[src/rtl/dp_defs.sv]
// Shared definitions for the 16-bit datapath sequencer.
// Holds the opcode map, ALU operation encodings, extender mode constants, the sequencer
// state encoding and the decoded control vector passed from dp_decode to datapath_ctrl.
package dp_defs;

   localparam logic [3:0] OP_NOP  = 4'h0;
   localparam logic [3:0] OP_ADD  = 4'h1;
   localparam logic [3:0] OP_SUB  = 4'h2;
   localparam logic [3:0] OP_AND  = 4'h3;
   localparam logic [3:0] OP_OR   = 4'h4;
   localparam logic [3:0] OP_LDI  = 4'h5;
   localparam logic [3:0] OP_LDS  = 4'h6;
   localparam logic [3:0] OP_ADDI = 4'h7;
   localparam logic [3:0] OP_ANDI = 4'h8;
   localparam logic [3:0] OP_HALT = 4'hF;

   typedef enum logic [1:0] {
      AluAdd = 2'b00,
      AluSub = 2'b01,
      AluAnd = 2'b10,
      AluOr  = 2'b11
   } alu_op_e;

   localparam logic EXT_ZERO = 1'b0;
   localparam logic EXT_SIGN = 1'b1;

   typedef enum logic [2:0] {
      StIdle   = 3'd0,
      StFetch  = 3'd1,
      StDecode = 3'd2,
      StExec   = 3'd3,
      StWb     = 3'd4,
      StHalt   = 3'd5
   } state_e;

   typedef struct packed {
      alu_op_e alu_op;
      logic    alu_src_imm;
      logic    ext_sel;
      logic    writes;
      logic    rs_zero;   // force read port A to r0 (LDI/LDS)
      logic    illegal;
      logic    halt;
   } ctrl_t;

endpackage

[src/rtl/dp_decode.sv]
// Combinational opcode decoder.
// Ports:
//   op    in   4   instruction opcode field IR[15:12]
//   ctrl  out  ctrl_t  decoded ALU/extender/write-back controls
// Undefined opcodes decode as NOP with the illegal flag raised.
module dp_decode
   import dp_defs::*;
(
   input  logic [3:0] op,
   output ctrl_t      ctrl
);

   always_comb begin
      ctrl             = '0;
      ctrl.alu_op      = AluAdd;
      ctrl.ext_sel     = EXT_ZERO;
      case (op)
         OP_NOP:  ;
         OP_ADD:  ctrl.writes = 1'b1;
         OP_SUB:  begin ctrl.alu_op = AluSub; ctrl.writes = 1'b1; end
         OP_AND:  begin ctrl.alu_op = AluAnd; ctrl.writes = 1'b1; end
         OP_OR:   begin ctrl.alu_op = AluOr;  ctrl.writes = 1'b1; end
         OP_LDI:  begin
            ctrl.alu_src_imm = 1'b1;
            ctrl.writes      = 1'b1;
            ctrl.rs_zero     = 1'b1;
         end
         OP_LDS:  begin
            ctrl.alu_src_imm = 1'b1;
            ctrl.ext_sel     = EXT_SIGN;
            ctrl.writes      = 1'b1;
            ctrl.rs_zero     = 1'b1;
         end
         OP_ADDI: begin
            ctrl.alu_src_imm = 1'b1;
            ctrl.ext_sel     = EXT_SIGN;
            ctrl.writes      = 1'b1;
         end
         OP_ANDI: begin
            ctrl.alu_op      = AluAnd;
            ctrl.alu_src_imm = 1'b1;
            ctrl.writes      = 1'b1;
         end
         OP_HALT: ctrl.halt = 1'b1;
         default: ctrl.illegal = 1'b1;
      endcase
   end

endmodule

[src/rtl/datapath_ctrl.sv]
// Multi-cycle instruction sequencer for the 16-bit datapath.
// Fetches instructions over a req/ack port and drives register-file, ALU and extender controls.
// Ports:
//   clk, reset (sync, active high), start (1-cycle pulse)
//   imem_req/imem_addr/imem_ack/imem_rdata   instruction fetch handshake
//   rf_raddr_a/rf_raddr_b/rf_waddr/rf_we     register-file controls
//   imm8/ext_sel/alu_src_imm/alu_op          extender and ALU controls
//   busy/halted/illegal_op                   status
module datapath_ctrl
   import dp_defs::*;
#(
   parameter int unsigned PC_W     = 8,
   parameter int unsigned RESET_PC = 0
) (
   input  logic            clk,
   input  logic            reset,
   input  logic            start,
   output logic            imem_req,
   output logic [PC_W-1:0] imem_addr,
   input  logic            imem_ack,
   input  logic [15:0]     imem_rdata,
   output logic [3:0]      rf_raddr_a,
   output logic [3:0]      rf_raddr_b,
   output logic [3:0]      rf_waddr,
   output logic            rf_we,
   output logic [7:0]      imm8,
   output logic            ext_sel,
   output logic            alu_src_imm,
   output logic [1:0]      alu_op,
   output logic            busy,
   output logic            halted,
   output logic            illegal_op
);

   state_e          state_q, state_d;
   logic [PC_W-1:0] pc_q, pc_d;
   logic [15:0]     ir_q, ir_d;
   logic            illegal_q, illegal_d;
   logic            load_ctrl;
   ctrl_t           ctrl;

   // Decoded controls, held from DECODE until the next DECODE.
   logic [3:0] raddr_a_q, raddr_b_q, waddr_q;
   logic [7:0] imm8_q;
   logic [1:0] alu_op_q;
   logic       ext_sel_q, alu_src_imm_q, writes_q;

   dp_decode u_decode (
      .op   (ir_q[15:12]),
      .ctrl (ctrl)
   );

   always_comb begin
      state_d   = state_q;
      pc_d      = pc_q;
      ir_d      = ir_q;
      illegal_d = illegal_q;
      load_ctrl = 1'b0;
      case (state_q)
         StIdle, StHalt: begin
            if (start) begin
               state_d   = StFetch;
               pc_d      = PC_W'(RESET_PC);
               illegal_d = 1'b0;
            end
         end
         StFetch: begin
            if (imem_ack) begin
               ir_d    = imem_rdata;
               pc_d    = pc_q + PC_W'(1);
               state_d = StDecode;
            end
         end
         StDecode: begin
            load_ctrl = 1'b1;
            if (ctrl.illegal) illegal_d = 1'b1;
            state_d = ctrl.halt ? StHalt : StExec;
         end
         StExec:  state_d = StWb;
         StWb:    state_d = StFetch;
         default: state_d = StIdle;
      endcase
   end

   always_ff @(posedge clk) begin
      if (reset) begin
         state_q       <= StIdle;
         pc_q          <= PC_W'(RESET_PC);
         ir_q          <= '0;
         illegal_q     <= 1'b0;
         raddr_a_q     <= '0;
         raddr_b_q     <= '0;
         waddr_q       <= '0;
         imm8_q        <= '0;
         alu_op_q      <= '0;
         ext_sel_q     <= 1'b0;
         alu_src_imm_q <= 1'b0;
         writes_q      <= 1'b0;
      end else begin
         state_q   <= state_d;
         pc_q      <= pc_d;
         ir_q      <= ir_d;
         illegal_q <= illegal_d;
         if (load_ctrl) begin
            raddr_a_q     <= ctrl.rs_zero ? 4'h0 : ir_q[7:4];
            raddr_b_q     <= ir_q[3:0];
            waddr_q       <= ir_q[11:8];
            imm8_q        <= ir_q[7:0];
            alu_op_q      <= ctrl.alu_op;
            ext_sel_q     <= ctrl.ext_sel;
            alu_src_imm_q <= ctrl.alu_src_imm;
            writes_q      <= ctrl.writes;
         end
      end
   end

   assign imem_req    = (state_q == StFetch);
   assign imem_addr   = pc_q;
   assign rf_raddr_a  = raddr_a_q;
   assign rf_raddr_b  = raddr_b_q;
   assign rf_waddr    = waddr_q;
   assign rf_we       = (state_q == StWb) && writes_q;
   assign imm8        = imm8_q;
   assign ext_sel     = ext_sel_q;
   assign alu_src_imm = alu_src_imm_q;
   assign alu_op      = alu_op_q;
   assign busy        = (state_q == StFetch) || (state_q == StDecode) ||
                        (state_q == StExec)  || (state_q == StWb);
   assign halted      = (state_q == StHalt);
   assign illegal_op  = illegal_q;

endmodule

[config.mk]
export PLATFORM = sky130hd
export DESIGN_NAME = datapath_ctrl
export DESIGN_NICKNAME = d
export VERILOG_FILES = /design/src/rtl/dp_defs.sv /design/src/rtl/dp_decode.sv /design/src/rtl/datapath_ctrl.sv
export SDC_FILE = /design/constraint.sdc
export NUM_CORES = 1
export LEC_CHECK = 0
export CELL_PAD_IN_SITES_DETAIL_PLACEMENT = 2
export CELL_PAD_IN_SITES_GLOBAL_PLACEMENT = 2
export CORE_ASPECT_RATIO = 0.7
export CORE_MARGIN = 2
export CORE_UTILIZATION = 30
export DETAILED_ROUTE_END_ITERATION = 10
export PLACE_DENSITY_LB_ADDON = 0.1
export SYNTH_ARGS = -nofsm -noshare
export SYNTH_HDL_FRONTEND = slang
export SYNTH_HIERARCHICAL = 1
export SYNTH_SLANG_ARGS = --single-unit
[constraint.sdc]
create_clock -name clk -period 2.45 [get_ports clk]
set_clock_uncertainty 0.15 [all_clocks]
set_input_delay 0.49 -clock clk [delete_from_list [all_inputs] [get_ports clk]]
set_output_delay 0.49 -clock clk [all_outputs]
set_load 0.02 [all_outputs]
; Word-level counts from Yosys, hierarchy flattened
; Index checks and enable logic that the tools add are counted.
[totals]
input_bits = 20
reg_bits = 53
wordCells = 67
output_inout_bits = 37
[classes]
n_mux = 18
n_reduce_logical = 19
add_sub_neg = 1
eq_ne = 17
[op_table]
columns = op, n
row1 = $eq A4 B3 Y1 const B, 4
row2 = $mux W8, 2
row3 = $pmux W8 S2, 1
row4 = $pmux W3 S5, 1
row5 = $reduce_or A10 Y1, 1
row6 = $mux W3, 3
row7 = $add A8 B1 Y8 const B, 1
row8 = $eq A4 B2 Y1 const B, 2
row9 = $eq A4 B4 Y1 const B, 2
row10 = $mux W1, 8
row11 = $reduce_or A2 Y1, 4
row12 = $reduce_or A8 Y1, 1
row13 = $eq A3 B2 Y1 const B, 2
row14 = $eq A3 B3 Y1 const B, 2
row15 = $pmux W2 S3, 1
row16 = $reduce_and A3 Y1, 2
row17 = $eq A4 B1 Y1 const B, 1
row18 = $logic_not A4 Y1, 1
row19 = $mux W4, 1
row20 = $ne A2 B2 Y1 const B, 2
row21 = $reduce_and A2 Y1, 2
row22 = $reduce_bool A2 Y1, 2
row23 = $reduce_or A4 Y1, 1
row24 = $eq A3 B1 Y1 const B, 1
row25 = 5 further kinds, 7

; Logic depth before layout (Yosys ltp)
[depth]
ltp_word = 4
depth_mapped = 6
depth_no_buf = 4

; Hierarchy
; Netlist, hierarchy kept.
[by_module_without_submodules]
columns = module, cells_per_inst, n_inst, area_each_um2
row1 = datapath_ctrl, 251, 1, 2053.2
row2 = dp_decode, 22, 1, 160.2

; Worst setup path after synthesis
; No wires, ideal clock.
[synth_timing]
kind = reg-to-output
startpoint = register state_q[1]
endpoint = output busy
setup_slack_ns = 0.684
arrival_time_ns = 1.126
stages_incl_launch_ff = 4
path_buffers = 1
cell_sequence = dfxtp_1 -> clkbuf_1 -> nor2_1 -> xnor2_1
[synth_via]
elab_chain_len = 4
[synth_rtl]
columns = element, line
row1 = "start, declared", datapath_ctrl.sv:35  ; state_e state_q, state_d;
row2 = "start signal, assigned", datapath_ctrl.sv:87  ; state_q <= StIdle;
row3 = "start signal, assigned", datapath_ctrl.sv:100  ; state_q <= state_d;
row4 = $eq A3 B1 Y1 / $eq A3 B2 Y1 (equally long branches), datapath_ctrl.sv:127  ; assign busy = (state_q == StFetch) || (state_q == StDecode) ||
row5 = $logic_or A1 B1 Y1 (2 in series), datapath_ctrl.sv:127
row6 = $logic_or A1 B1 Y1 *, datapath_ctrl.sv:128  ; (state_q == StExec) || (state_q == StWb);
row7 = "end, declared", datapath_ctrl.sv:30  ; output logic busy,
; Every way passes the cells marked *; elsewhere a longest branch is shown, timed or not.

; Final worst setup path
[layout_timing]
startpoint = register state_q[2]
endpoint = output halted
[layout_via]
elab_chain_len = 1
[layout_rtl]
columns = element, line
row1 = $eq A3 B3 Y1, datapath_ctrl.sv:129  ; assign halted = (state_q == StHalt);
row2 = "end, declared", datapath_ctrl.sv:31  ; output logic halted,
; No other way between the ends.

==> metrics.md <==
| Metric | Value |
|---|---|
| PnR Total Power | 1.64 mW |
| Slew of the pin with the lowest slew margin | between 0.6 and 0.7 ns |
| Post-layout min period | 2.30 ns |
| Sequential area share after synthesis | 0.443 |
| DR DRC count | 0 |
| DR vias/cell | a little under 5 |
| Net count reported at finish | 341 |
| Fin crit share | 0.940 |
| Critical Path Source Type | flip-flop |
| DR iter-0 viols | 54 |
| Reg clk slew, reported paths | 0.09 ns |
| Type of the most critical hold path | reg -> reg |
| Ys async rst share | 0 |
| Via count | just over 2,000 |
| Power Density | 556 nW/um^2 |
| Largest cells by area after synthesis | dfxtp_1 (44%), nand2_1 (13%), a21oi_1 (9.3%) |
| Hold Violations, Final | 0 |
| Clock latency on the worst-skew pair | ~0.3 ns |
| Grt total ovfl | 0 |
| Post-synth cell types | 50 |
| Number of global-route vias before repair | between 2,000 and 2,500 |
| Num ports | 57 |
| Largest net degree at the start of global routing | 25 |
| Antenna violation net count after detailed routing | 0 |
| Relative slew slack | 0.543 |
| Cells after Synth | 273 |
| N_diodes | 0 |
| Max-slew violations | 0 |
| Main flop type after synthesis | dfxtp_1 |
| Dpl cells | between 400 and 500 |
| Yosys warns | 6 |
| R2R cell count | 5 |
| Layout area overhead | 33.1% |
| Hpwl dp | ~4.7 mm |
| Die W | 107 um |
| # H-tree levels | 2 |
| Wire length per cell | 15.9 um |
| CP delay by family, top | buffers and inverters |
| Largest stage delay on the critical path | 0.62 ns |
| CTS tree | yes |
| Num rows | 26 |
| Area of the die | between 8000 and 9000 um^2 |
| Share of cells above drive strength 1 | 0.0966 |
| TritonCTS Sinks | 49 |
| VDD IR max | 0.000208 V |
| Yosys top cell by area | dfxtp_1 |
| Number of flops mapped to enable cells by yosys | 0 |
| Slowest CP cell | clkdlybuf4s50_1 |
| IO buf count | 56 |
| Finish-stage setup viols | 0 |
| Die height | between 70 and 80 um |
| Worst setup margin | between 0.1 and 0.15 ns |
| Global-route wire length before repair | 10.6 mm |
| Maximum clock frequency | 0.434 GHz |
| Hold Path Cell Cnt | 2 |
| Pre-Repair DR Iteration Count | 4 |
| Fillers | 834 |
| Worst slack, placed | ~0.20 ns |
| Synth Cell Area | between 2000 and 2500 um^2 |
| Commonest cells after routing, fill and taps aside | nand2_1 (74), clkdlybuf4s50_1 (55), dfxtp_1 (46) |
| Crit-path cells | and3b_1 > clkdlybuf4s50_1 |
| Post-synth top area share | 0.443 |
| Setup bufs post-CTS | 0 |
| CP bufs+invs | 1 |
| Maximum fanout along the worst path | 13 |
| Final wirelength | about 6.7 mm |
| All-Layer GR Usage | 0.170 |
| CTS Buffer Depth | 2 |
| CP Depth | 2 |
| Mapped Avg Cell Area | 8.11 um^2 |
| Final core utilization | 0.408 |
| Final Instance Count excl. Fillers | 419 |
| Worst Setup Path Type | reg -> out |
| Worst Path Required | 1.81 ns |
| Initial antenna violation count | 0 |
| Critical Path AT | 1.66 ns |
| Most common cell after layout, fill and taps aside | nand2_1 |
| Flops & latches, synth | 49 |
| Core Area | approximately 7200 um^2 |
| Status | complete, no violations |
| Clock Root Buffer | clkbuf_8 |
| Max_cap viols | 0 |
| Net Count, Synth | slightly below 300 |
| Routability cong. | 0.754 |
| Initial Util | 0.306 |
| Critical Path End Type | output port |
| CTS Buf Count | 5 |
| Unrepaired setup endpoints after global routing | false |
| Lkg Pwr | 0.983 nW |
[report_power, final]
group | leakage (nW) | switching (mW) | internal (mW)
clock | 0.0554 | 0.291 | 0.307
combinational | 0.530 | 0.111 | 0.0919
sequential | 0.397 | 0.0225 | 0.814
[cell usage after synthesis, types with 3 or more instances]
library cell  number
nand2b_1           3
nor3_1             3
nand3_1            6
clkbuf_1           9
nand3b_1           5
xor2_1             3
dfxtp_1           49
nor2_1             9
a21oi_1           41
buf_4              4
buf_2             10
nand2_1           74
xnor2_1            3
o211ai_1           3
inv_1              7
a311oi_1           3
[stage by stage]
stage | area [um^2] | TNS (ns) | hold WS, ns
4_1_cts | 2940 | -0.00266 | 0.313
3_3_place_gp | 2830 | 0 | 0.292
5_1_grt | 2950 | 0 | 0.338
2_1_floorplan | 2210 | 0 | 0.282
3_5_place_dp | 2830 | 0 | 0.298
6_report | 2950 | 0 | 0.309
[sequential cells by signal (all words and copies together), names as in the netlist]
register,flops
rf_raddr_a,4
state_q,3
illegal_op,1
imm8,5
ir_q,16
writes_q,1
alu_op,2
rf_waddr,4
alu_src_imm,1
rf_raddr_b,3
imem_addr,8
ext_sel,1
[kinds of logic after synthesis]
group | count (synthesis) | share of synthesized area
xor gates and xnor gates | 6 | 0.0237
buffers and inverters | 33 | 0.0757
and+or+nand+nor | 121 | 0.272
adders and majority gates | 1 | 0.00565
muxes | 2 | 0.00905
DFF | 49 | 0.443
AOI/OAI and AO/OA | 61 | 0.171
[worst register-to-register path: cells and delay by family (launching register included)]
| kind | cells | cell delay (ns) |
|---|---|---|
| flip-flops | 1 | 0.41 |
| AO/OA/AOI/OAI | 1 | 0.15 |
| AND/OR/NAND/NOR | 2 | 0.55 |
| buffers and inverters | 2 | 0.45 |
[final timing paths]
check                  start        end  slack [ns]
setup reg to reg  state_q[2]    ir_q[8]        0.67
hold / removal     alu_op[1]  alu_op[1]        0.31
setup / recovery  state_q[2]     halted        0.15
hold reg to reg    alu_op[1]  alu_op[1]        0.31
[per-layer routing]
metal  vias to the layer above  global-route usage  wire length [um]
met2                        38               0.273              2950
met1                      1009               0.237              3420
li1                       1019                   -                 -
met5                         -                   0                 0
met4                         0              0.0390                51
met3                         4              0.0342               238
[timing repair]
action / 4_1_cts / 5_1_grt
setup endpoints to repair: 2 / 2
cloned: 0 / 0
pin swaps: 0 / 0
hold endpoints to repair: 0 / 0
hold buffers: 0 / 0
gates resized for setup: 2 / 2
[cell type report]
class	count	area, um^2	share of cell area
Clock buffer	6	72.6	0.0246
Clock inverter	2	38.8	0.0132
Inverter	7	26.3	0.00892
Tap cell	98	123	0.0416
Multi-Input combinational cell	191	1070	0.363
Sequential cell	49	985	0.334
Timing Repair Buffer	66	631	0.214
No activity file was read; power rests on OpenSTA's default activity.
